===== src/rtl/ble_types_pkg.sv =====
// Shared BLE TX types: PHY selection, completion status, framing bit lengths
// and the expected on-air bit count of a packet.
package ble_types_pkg;

  typedef enum logic [1:0] {
    PHY_1M    = 2'd0,
    PHY_2M    = 2'd1,
    PHY_CODED = 2'd2
  } ble_phy_t;

  typedef enum logic [1:0] {
    TX_OK      = 2'd0,
    TX_TIMEOUT = 2'd1,
    TX_LEN_ERR = 2'd2,
    TX_ABORTED = 2'd3
  } tx_status_t;

  typedef enum logic [2:0] {
    ST_IDLE      = 3'd0,
    ST_RAMP_UP   = 3'd1,
    ST_ACTIVE    = 3'd2,
    ST_FLUSH     = 3'd3,
    ST_RAMP_DOWN = 3'd4,
    ST_DONE      = 3'd5
  } seq_state_t;

  localparam int PREAMBLE_1M_BITS = 8;
  localparam int PREAMBLE_2M_BITS = 16;
  localparam int ACCESS_ADDR_BITS = 32;
  localparam int CRC_BITS         = 24;

  localparam int LEN_WIDTH = 12;
  typedef logic [LEN_WIDTH-1:0] len_t;

  // Header (2 bytes) plus payload, all in bits; coded PHY callers skip the check.
  function automatic len_t expected_len(ble_phy_t phy, logic [7:0] pdu_len);
    len_t preamble;
    preamble = (phy == PHY_2M) ? len_t'(PREAMBLE_2M_BITS) : len_t'(PREAMBLE_1M_BITS);
    return preamble + len_t'(ACCESS_ADDR_BITS)
         + ((len_t'(pdu_len) + len_t'(2)) << 3) + len_t'(CRC_BITS);
  endfunction

endpackage


===== src/rtl/ble_tx_sequencer_timer.sv =====
// Loadable down-counter with a zero flag; stops at zero, load beats decrement.
module ble_tx_timer #(
  parameter int Width = 11
) (
  input  logic             clk,
  input  logic             rst,
  input  logic             load,
  input  logic [Width-1:0] load_val,
  input  logic             dec,
  output logic             zero
);

  logic [Width-1:0] cnt_q;
  logic [Width-1:0] cnt_d;

  always_comb begin
    cnt_d = cnt_q;
    if (load) begin
      cnt_d = load_val;
    end else if (dec && (cnt_q != '0)) begin
      cnt_d = cnt_q - 1'b1;
    end
  end

  always_ff @(posedge clk) begin
    if (rst) begin
      cnt_q <= '0;
    end else begin
      cnt_q <= cnt_d;
    end
  end

  assign zero = (cnt_q == '0);

endmodule


===== src/rtl/ble_tx_sequencer.sv =====
// BLE TX chain controller: RF ramp, datapath restart/flush, bit counting on the
// final-stage handshake, timeout/length/abort detection and completion status.
module ble_tx_sequencer
  import ble_types_pkg::*;
#(
  parameter int RampUpCycles   = 40,
  parameter int RampDownCycles = 16,
  parameter int TimeoutCycles  = 1024,
  parameter int CntWidth       = 12
) (
  input  logic                aclk,
  input  logic                areset,
  input  logic                start,
  input  logic                abort,
  input  logic [1:0]          phy,
  input  logic [7:0]          pdu_len,
  output logic                restart,
  output logic                flush,
  output logic                rf_tx_en,
  input  logic                mon_tvalid,
  input  logic                mon_tready,
  input  logic                mon_tlast,
  output logic                busy,
  output logic                done,
  output logic [1:0]          status,
  output logic [CntWidth-1:0] bit_count
);

  localparam int TmrWidth = $clog2(TimeoutCycles + RampUpCycles + RampDownCycles + 1);

  seq_state_t          state_q, state_d;
  tx_status_t          status_q, status_d;
  logic                rf_tx_en_q, rf_tx_en_d;
  logic                restart_q, restart_d;
  logic                coded_q, coded_d;
  logic [CntWidth-1:0] bit_count_q, bit_count_d;
  logic [CntWidth-1:0] exp_len_q, exp_len_d;

  logic                tmr_load;
  logic [TmrWidth-1:0] tmr_val;
  logic                tmr_dec;
  logic                tmr_zero;

  logic                hs;
  logic                bit_sat;
  logic [CntWidth-1:0] cnt_inc;

  assign hs      = mon_tvalid & mon_tready;
  assign bit_sat = &bit_count_q;
  assign cnt_inc = bit_sat ? bit_count_q : bit_count_q + 1'b1;

  ble_tx_timer #(.Width(TmrWidth)) u_timer (
    .clk      (aclk),
    .rst      (areset),
    .load     (tmr_load),
    .load_val (tmr_val),
    .dec      (tmr_dec),
    .zero     (tmr_zero)
  );

  always_comb begin
    state_d     = state_q;
    status_d    = status_q;
    rf_tx_en_d  = rf_tx_en_q;
    restart_d   = 1'b0;
    coded_d     = coded_q;
    bit_count_d = bit_count_q;
    exp_len_d   = exp_len_q;
    tmr_load    = 1'b0;
    tmr_val     = '0;
    tmr_dec     = 1'b0;

    case (state_q)
      ST_IDLE: begin
        if (start) begin
          exp_len_d   = CntWidth'(expected_len(ble_phy_t'(phy), pdu_len));
          coded_d     = (ble_phy_t'(phy) == PHY_CODED);
          bit_count_d = '0;
          status_d    = TX_OK;
          rf_tx_en_d  = 1'b1;
          tmr_load    = 1'b1;
          tmr_val     = TmrWidth'(RampUpCycles - 1);
          state_d     = ST_RAMP_UP;
        end
      end

      ST_RAMP_UP: begin
        if (abort) begin
          status_d  = TX_ABORTED;
          restart_d = 1'b1;
          state_d   = ST_FLUSH;
        end else if (tmr_zero) begin
          restart_d = 1'b1;
          tmr_load  = 1'b1;
          tmr_val   = TmrWidth'(TimeoutCycles - 1);
          state_d   = ST_ACTIVE;
        end else begin
          tmr_dec = 1'b1;
        end
      end

      ST_ACTIVE: begin
        tmr_dec = !hs;
        if (hs) begin
          bit_count_d = cnt_inc;
          tmr_load    = 1'b1;
          tmr_val     = TmrWidth'(TimeoutCycles - 1);
        end
        // Abort outranks a coincident final beat; the beat is still counted.
        if (abort) begin
          status_d  = TX_ABORTED;
          restart_d = 1'b1;
          state_d   = ST_FLUSH;
        end else if (hs && mon_tlast) begin
          status_d = (!coded_q && (bit_sat || (cnt_inc != exp_len_q))) ? TX_LEN_ERR : TX_OK;
          tmr_load = 1'b1;
          tmr_val  = TmrWidth'(RampDownCycles - 1);
          state_d  = ST_RAMP_DOWN;
        end else if (!hs && tmr_zero) begin
          status_d  = TX_TIMEOUT;
          restart_d = 1'b1;
          state_d   = ST_FLUSH;
        end
      end

      ST_FLUSH: begin
        tmr_load = 1'b1;
        tmr_val  = TmrWidth'(RampDownCycles - 1);
        state_d  = ST_RAMP_DOWN;
      end

      ST_RAMP_DOWN: begin
        if (tmr_zero) begin
          rf_tx_en_d = 1'b0;
          state_d    = ST_DONE;
        end else begin
          tmr_dec = 1'b1;
        end
      end

      ST_DONE: begin
        state_d = ST_IDLE;
      end

      default: begin
        rf_tx_en_d = 1'b0;
        state_d    = ST_IDLE;
      end
    endcase
  end

  always_ff @(posedge aclk) begin
    if (areset) begin
      state_q     <= ST_IDLE;
      status_q    <= TX_OK;
      rf_tx_en_q  <= 1'b0;
      restart_q   <= 1'b0;
      coded_q     <= 1'b0;
      bit_count_q <= '0;
      exp_len_q   <= '0;
    end else begin
      state_q     <= state_d;
      status_q    <= status_d;
      rf_tx_en_q  <= rf_tx_en_d;
      restart_q   <= restart_d;
      coded_q     <= coded_d;
      bit_count_q <= bit_count_d;
      exp_len_q   <= exp_len_d;
    end
  end

  assign restart   = restart_q;
  assign flush     = (state_q == ST_FLUSH);
  assign rf_tx_en  = rf_tx_en_q;
  assign busy      = (state_q != ST_IDLE);
  assign done      = (state_q == ST_DONE);
  assign status    = status_q;
  assign bit_count = bit_count_q;

endmodule


===== config.mk =====
export PLATFORM = sky130hd
export DESIGN_NAME = ble_tx_sequencer
export DESIGN_NICKNAME = d
export VERILOG_FILES = /design/src/rtl/ble_types_pkg.sv /design/src/rtl/ble_tx_sequencer_timer.sv /design/src/rtl/ble_tx_sequencer.sv
export SDC_FILE = /design/constraint.sdc
export NUM_CORES = 1
export LEC_CHECK = 0
export BUFFER_PORTS_ARGS = -buffer_cell sky130_fd_sc_hd__buf_2
export CAP_MARGIN = 40
export CORE_UTILIZATION = 53
export CTS_CLUSTER_SIZE = 24
export DETAILED_ROUTE_END_ITERATION = 8
export GPL_TIMING_DRIVEN = 0
export PLACE_DENSITY = 0.83
export SLEW_MARGIN = 20
export SYNTH_ARGS = -nofsm -noshare
export SYNTH_HDL_FRONTEND = slang
export SYNTH_HIERARCHICAL = 1
export SYNTH_SLANG_ARGS = --single-unit

===== constraint.sdc =====
create_clock -name aclk -period 2.75 [get_ports aclk]
set_input_delay 0.4125 -clock aclk [delete_from_list [all_inputs] [get_ports aclk]]
set_output_delay 0.4125 -clock aclk [all_outputs]
set_load 0.01 [all_outputs]

==> out/results.txt, run 1 <==
Cells after synthesis -> 382
WP data required -> 2.97 ns
Max-cap violations -> 0
Largest cells by area after synthesis -> dfxtp_1 27%, a21oi_1 5.7%, nor2_1 5.5%
Max FO, Critical Path -> 9
DRT Wirelength -> 7.567 mm
Die height -> 77.05 µm
Vias/cell -> 6.134
CTS buffer count -> 5
Die area -> 5937 µm²
Hold-fix buffers at CTS -> 0
VDD IR max -> 0.5781 mV
Crit path launch -> u_timer/cnt_q[0]
Gr usage total -> 25.31%
Synth unique cells -> 70
Final hold vios -> 0
Period minus WS final -> 2.700 ns
Switching Share -> 41.93%
Logic pwr share -> 50.7%
Worst Tran Pin Value -> 0.6083 ns
H-tree Lvls -> 2
DR iter-0 viols -> 295
Final setup margin -> 0.04996 ns
Hold Path Class -> input port to flip-flop
Core box area -> 5270 µm²
TritonCTS clock tree -> yes
Final setup violation count -> 0
Final cycle utilization of the critical path -> 98.18%
Worst Setup End Kind -> flip-flop
CP arrival -> 2.92 ns
Post-synthesis async set-or-reset flop share -> 0%
Clk pwr share -> 15.7%
DR vias -> 3030
Layout area overhead -> 14.33%
Top-count cell post-synth -> nor2_1
Worst-path clk slew -> 0.08 ns
Overall Power -> 2423 µW
IO buf count -> 33
Internal reg-to-reg setup slack -> 0.05 ns
Hold Startpoint -> phy[1]
Sw Pwr -> 1016 µW
Detailed Routing Iterations Pass 1 -> 5
Clock buffer depth -> 2
Yosys reg bits -> 40
Row count -> 26
Synth area leader -> dfxtp_1
First-pass GRT wire length -> 12.28 mm
Dpl ws -> -0.4179 ns
Share of the synthesized area in the top cell type -> 26.82%
Layout Skew -> 0.01654 ns
Antenna violations before repair -> 0
Fin. max-slew vios -> 0
Critical R2R Launch -> u_timer/cnt_q[0]
Root buf cell -> clkbuf_8
Post-Synthesis Cell Area -> 2985 µm²
Vias in the first global route -> 2644
Antenna Cells -> 0
Final HPWL DP -> 5.524 mm
Sequential share of power -> 33.6%
# DRC -> 0
Die width -> 77.05 µm
Initial Util -> 56.65%
Layout cell share with drive strength beyond 1 -> 22.17%
Post-route ant nets -> 0
Ports -> 36
CP startpoint kind -> flip-flop
Ys flop type -> dfxtp_1
Syn nets -> 408
Static leakage -> 0.001300 µW
FMAX -> 370.4 MHz
Final nets -> 450
Largest net degree at the start of global routing -> 12
GPL Wtd Cong -> 0.9052
Status -> complete, no violations
Syn Area/Cell -> 7.815 µm²
Avg WL per Cell -> 15.32 µm
Post-synth EDFFs -> 0
Slew margin rel. -> 59.31%
Most instantiated cells after synthesis -> 44 x nor2_1, 40 x dfxtp_1, 34 x a21oi_1
Power density cells -> 709.7 nW/µm²
Int Pwr -> 1407 µW
YS warnings -> 6
Global route overflow -> 0
Sequential fraction of the synthesis area -> 26.82%
Critical path class -> flip-flop to flip-flop
Clock sinks -> 40
Worst-Skew Late Latency -> 0.30 ns
## stage by stage
step / hold slack (ns) / area [µm²] / utilization, % / std cells / setup TNS (ns)
4_1_cts: 0.4221 / 3342 / 63.41 / 492 / -0.007352
3_5_place_dp: 0.4595 / 3238 / 61.44 / 485 / -3.860
3_3_place_gp: 0.4518 / 3238 / 61.44 / 485 / -2.815
2_1_floorplan: 0.4319 / 2985 / - / 382 / 0
5_1_grt: 0.4401 / 3413 / 64.77 / 494 / -0.1668
6_report: 0.4262 / 3413 / 64.77 / 494 / 0
## power by group through the flow
stage               combinational, µW  sequential (µW)  clock [µW]
CTS                              1110              793         387
finish                           1230              814         379
floorplan                         854              784           0
global placement                 1050              792           0
detailed placement               1080              801           0
global route                     1350              827         409
## cells in the final DEF (no fill, tap or decap), types with 6 or more instances in the layout
cell type | synthesis | layout
dfxtp_1 | 40 | 38
nand3_1 | 12 | 12
nand2_1 | 27 | 27
buf_4 | 5 | 7
nor2_1 | 44 | 44
nand2b_1 | 8 | 8
a211oi_1 | 8 | 8
ha_1 | 8 | 7
buf_2 | 6 | 39
clkbuf_1 | 7 | 6
nor3_1 | 15 | 13
xnor2_1 | 16 | 16
inv_1 | 17 | 16
o21ai_0 | 18 | 18
a21oi_1 | 34 | 33
## routing by layer
layer	GRT usage, %	routed length [µm]	up-vias
met3	4.762	377	25
met4	10.00	174	0
met2	41.52	3586	119
met1	32.60	3429	1398
li1	-	-	1488
met5	0	0	-
## critical path, cell delays in order, from the launching register on
cell and delay (ns):
dfxtp_4 0.38, inv_1 0.05, ha_2 0.21, nor3b_4 0.17, and3_4 0.23, nor3_2 0.12, a21oi_1 0.07, o22ai_2 0.20
or3b_4 0.46, a2111oi_4 0.36, xnor2_1 0.15, a211oi_2 0.23
## repair_timing
item	CTS	global route
setup endpoints to repair	12	11
setup buffers	0	2
pin swaps	1	2
resized for setup	8	15
## logic make-up after synthesis
logic type,share of synthesized area (%)
AO/OA/AOI/OAI,26.28
XOR/XNOR,6.161
adder cells (fa/ha/maj),4.024
buffers and inverters,7.083
flip-flops,26.82
multiplexers,1.341
other,0.1256
AND/OR/NAND/NOR,28.16
## final cells by class
| class | instances | area [µm²] |
|---|---|---|
| flip-flops and latches | 40 | 805.8 |
| well taps | 70 | 87.58 |
| clock inverters | 1 | 5.005 |
| multi-input cells | 301 | 2042 |
| repair buffers | 35 | 180.2 |
| fillers | 474 | 1857 |
| inverters | 17 | 67.56 |
| clock buffers | 6 | 72.57 |
| plain buffers | 24 | 152.6 |
## final timing paths
check / cells past startpoint / endpoint
worst min-delay path: 3 / coded_q
worst min register to register: 2 / exp_len_q[8]
worst max-delay path: 11 / u_timer/cnt_q[7]
worst max register to register: 11 / u_timer/cnt_q[7]
## registers in the layout, indices dropped and copies added, names as in the netlist
signal,flops
bit_count,12
coded_q,1
exp_len_q,9
restart,1
rf_tx_en,1
state_q,3
status,2
u_timer/cnt_q,11
Power figures use the tool's default switching activity.
==> run 2, diff against run 1 <==
- CELL_PAD_IN_SITES_DETAIL_PLACEMENT: unset -> 1
- CELL_PAD_IN_SITES_GLOBAL_PLACEMENT: unset -> 1
- CORE_UTILIZATION: 53 -> 39
- PLACE_DENSITY: 0.83 -> 0.82
==> run 2 against run 1 <==
Effect of this change: first-iteration DRC count fell by 57%; clock skew fell by 0.0063 ns; critical path depth did not move; register-to-register slack improved by 0.05 ns; clock-buffer cell count did not move; flip-flop and latch count did not move; fmax rose by 2.0%; critical endpoint unchanged.
==> out/results.txt, run 2 (synthesis results as in run 1) <==
GPL Wtd Cong -> 0.9256 (+2.3%)
Sw Pwr -> 1059 µW (+4.2%)
Detailed Routing Iterations Pass 1 -> 4 (-1)
Largest net degree at the start of global routing -> 14 (+2)
Hold Path Class -> input port to flip-flop
Final design utilization -> 47.55% (-17 points)
Static leakage -> 0.001327 µW (+2.0%)
Layout area overhead -> 16.76%
VDD IR max -> 0.2804 mV (-51%)
First-pass GRT wire length -> 14.18 mm (+16%)
Hold-fix buffers at CTS -> 0 (unchanged)
WP data required -> 2.98 ns (about the same)
Die width -> 89.49 µm (+16%)
Clk pwr share -> 17.3% (+1.6 points)
Die height -> 89.49 µm (+16%)
Logic pwr share -> 50.3% (-0.4 points)
Most frequent cells in the layout -> 44 x nor2_1, 39 x buf_2, 38 x dfxtp_1, 33 x a21oi_1, 27 x nand2_1
Worst-path clk slew -> 0.09 ns (about the same)
Max FO, Critical Path -> 9 (unchanged)
IO buf count -> 33 (unchanged)
Fin. max-slew vios -> 0 (unchanged)
Period minus WS final -> 2.646 ns (-0.05412 ns)
Worst-Skew Late Latency -> 0.30 ns (about the same)
FMAX -> 377.9 MHz (+2.0%)
Status -> complete, no violations
Worst Tran Pin Value -> 0.7016 ns (+0.09333 ns)
Die area -> 8008 µm² (+35%)
DR vias -> 3061 (+1.0%)
Vias/cell -> 5.808 (-5.3%)
Ports -> 36 (unchanged)
Fillers -> 932 (+97%)
CP startpoint kind -> flip-flop
Max-cap violations -> 0 (unchanged)
Post-route ant nets -> 0 (unchanged)
Switching Share -> 42.17% (+0.24 points)
Initial Util -> 40.72% (-16 points)
Antenna violations before repair -> 0 (unchanged)
Slew margin rel. -> 53.07% (-6.2 points)
TritonCTS clock tree -> yes
H-tree Lvls -> 2 (unchanged)
Final nets -> 453 (+0.67%)
# DRC -> 0 (unchanged)
Layout cell share with drive strength beyond 1 -> 22.66% (+0.49 points)
Int Pwr -> 1452 µW (+3.2%)
Clock sinks -> 40 (unchanged)
DRT Wirelength -> 8.801 mm (+16%)
Sequential share of power -> 32.4% (-1.2 points)
Critical path class -> flip-flop to flip-flop
Most common cell after layout, fill and taps aside -> nor2_1
Power density cells -> 720.3 nW/µm² (+1.5%)
Final cycle utilization of the critical path -> 96.21% (-2.0 points)
Hold Slack -> 0.4109 ns (-0.01534 ns)
Core box area -> 7331 µm² (+39%)
Final setup violation count -> 0 (unchanged)
Worst Setup End Kind -> flip-flop
Row count -> 31 (+19%)
Overall Power -> 2511 µW (+3.6%)
Layout Skew -> 0.01026 ns (-0.006276 ns)
CTS buffer count -> 5 (unchanged)
Final HPWL DP -> 6.440 mm (+17%)
Gr usage total -> 22.81% (-2.5 points)
Antenna Cells -> 0 (unchanged)
Global route overflow -> 0 (unchanged)
Root buf cell -> clkbuf_8
Final hold vios -> 0 (unchanged)
Clock buffer depth -> 2 (unchanged)
CP arrival -> 2.87 ns (-0.05 ns)
Max FFs per register -> 12 (unchanged)
Vias in the first global route -> 3015 (+14%)
DR iter-0 viols -> 127 (-57%)
Avg WL per Cell -> 16.70 µm (+9.0%)
## run 2: worst paths after layout
kind                     from                to  slack (ns)  depth (start not counted)
max          u_timer/cnt_q[0]  u_timer/cnt_q[7]        0.10                         11
min                pdu_len[6]     exp_len_q[11]        0.41                          3
max reg2reg  u_timer/cnt_q[0]  u_timer/cnt_q[7]        0.10                         11
min reg2reg           coded_q           coded_q        0.46                          2
## run 2: metal layers
| metal | wire length, µm | GRT usage, % |
|---|---|---|
| met2 | 4293 | 40.18 |
| met5 | 0 | 0 |
| met1 | 4031 | 28.71 |
| met3 | 325 | 3.139 |
| met4 | 150 | 7.215 |
## run 2: what timing repair did
| item | in CTS | in global routing |
|---|---|---|
| pin swaps | 0 | 1 |
| resized for setup | 11 | 7 |
| setup buffers | 1 | 4 |
| endpoints found under the setup margin | 13 | 10 |
| cloned | 0 | 0 |
## run 2: cell type report
type / instances / area (µm²) / share of cell area, %
clock inverters: 2 / 13.76 / 0.3948
well taps: 99 / 123.9 / 3.553
clock buffers: 6 / 82.58 / 2.369
flip-flops and latches: 40 / 805.8 / 23.12
multi-input cells: 301 / 2038 / 58.47
plain buffers: 24 / 151.4 / 4.343
repair buffers: 38 / 202.7 / 5.815
inverters: 17 / 67.56 / 1.938
## run 2: power groups by stage
stage	clock network (µW)	logic [µW]	registers, µW
6_report	434	1260	814
3_5_place_dp	0	1100	805
3_3_place_gp	0	1060	795
2_1_floorplan	0	854	784
4_1_cts	444	1180	799
5_1_grt	467	1380	832
## run 2: critical path: stages (launching register included)
cell and delay, ns:
dfxtp_4 0.38, inv_1 0.04, ha_1 0.23, nor3b_4 0.17, and3_4 0.23, nor3_1 0.15
a21oi_1 0.08, o22ai_2 0.17, or3b_4 0.45, a2111oi_4 0.34, xnor2_1 0.12, a211oi_2 0.20
## run 2: through the flow
step           area (µm²)  worst slack (ns)  std cells  TNS [ns]
2_1_floorplan        2985            0.1046        382         0
3_3_place_gp         3274           -0.4540        514    -4.099
3_5_place_dp         3274           -0.5471        514    -5.182
4_1_cts              3420           0.03332        523         0
5_1_grt              3486          -0.01492        527  -0.02595
6_report             3486            0.1041        527         0
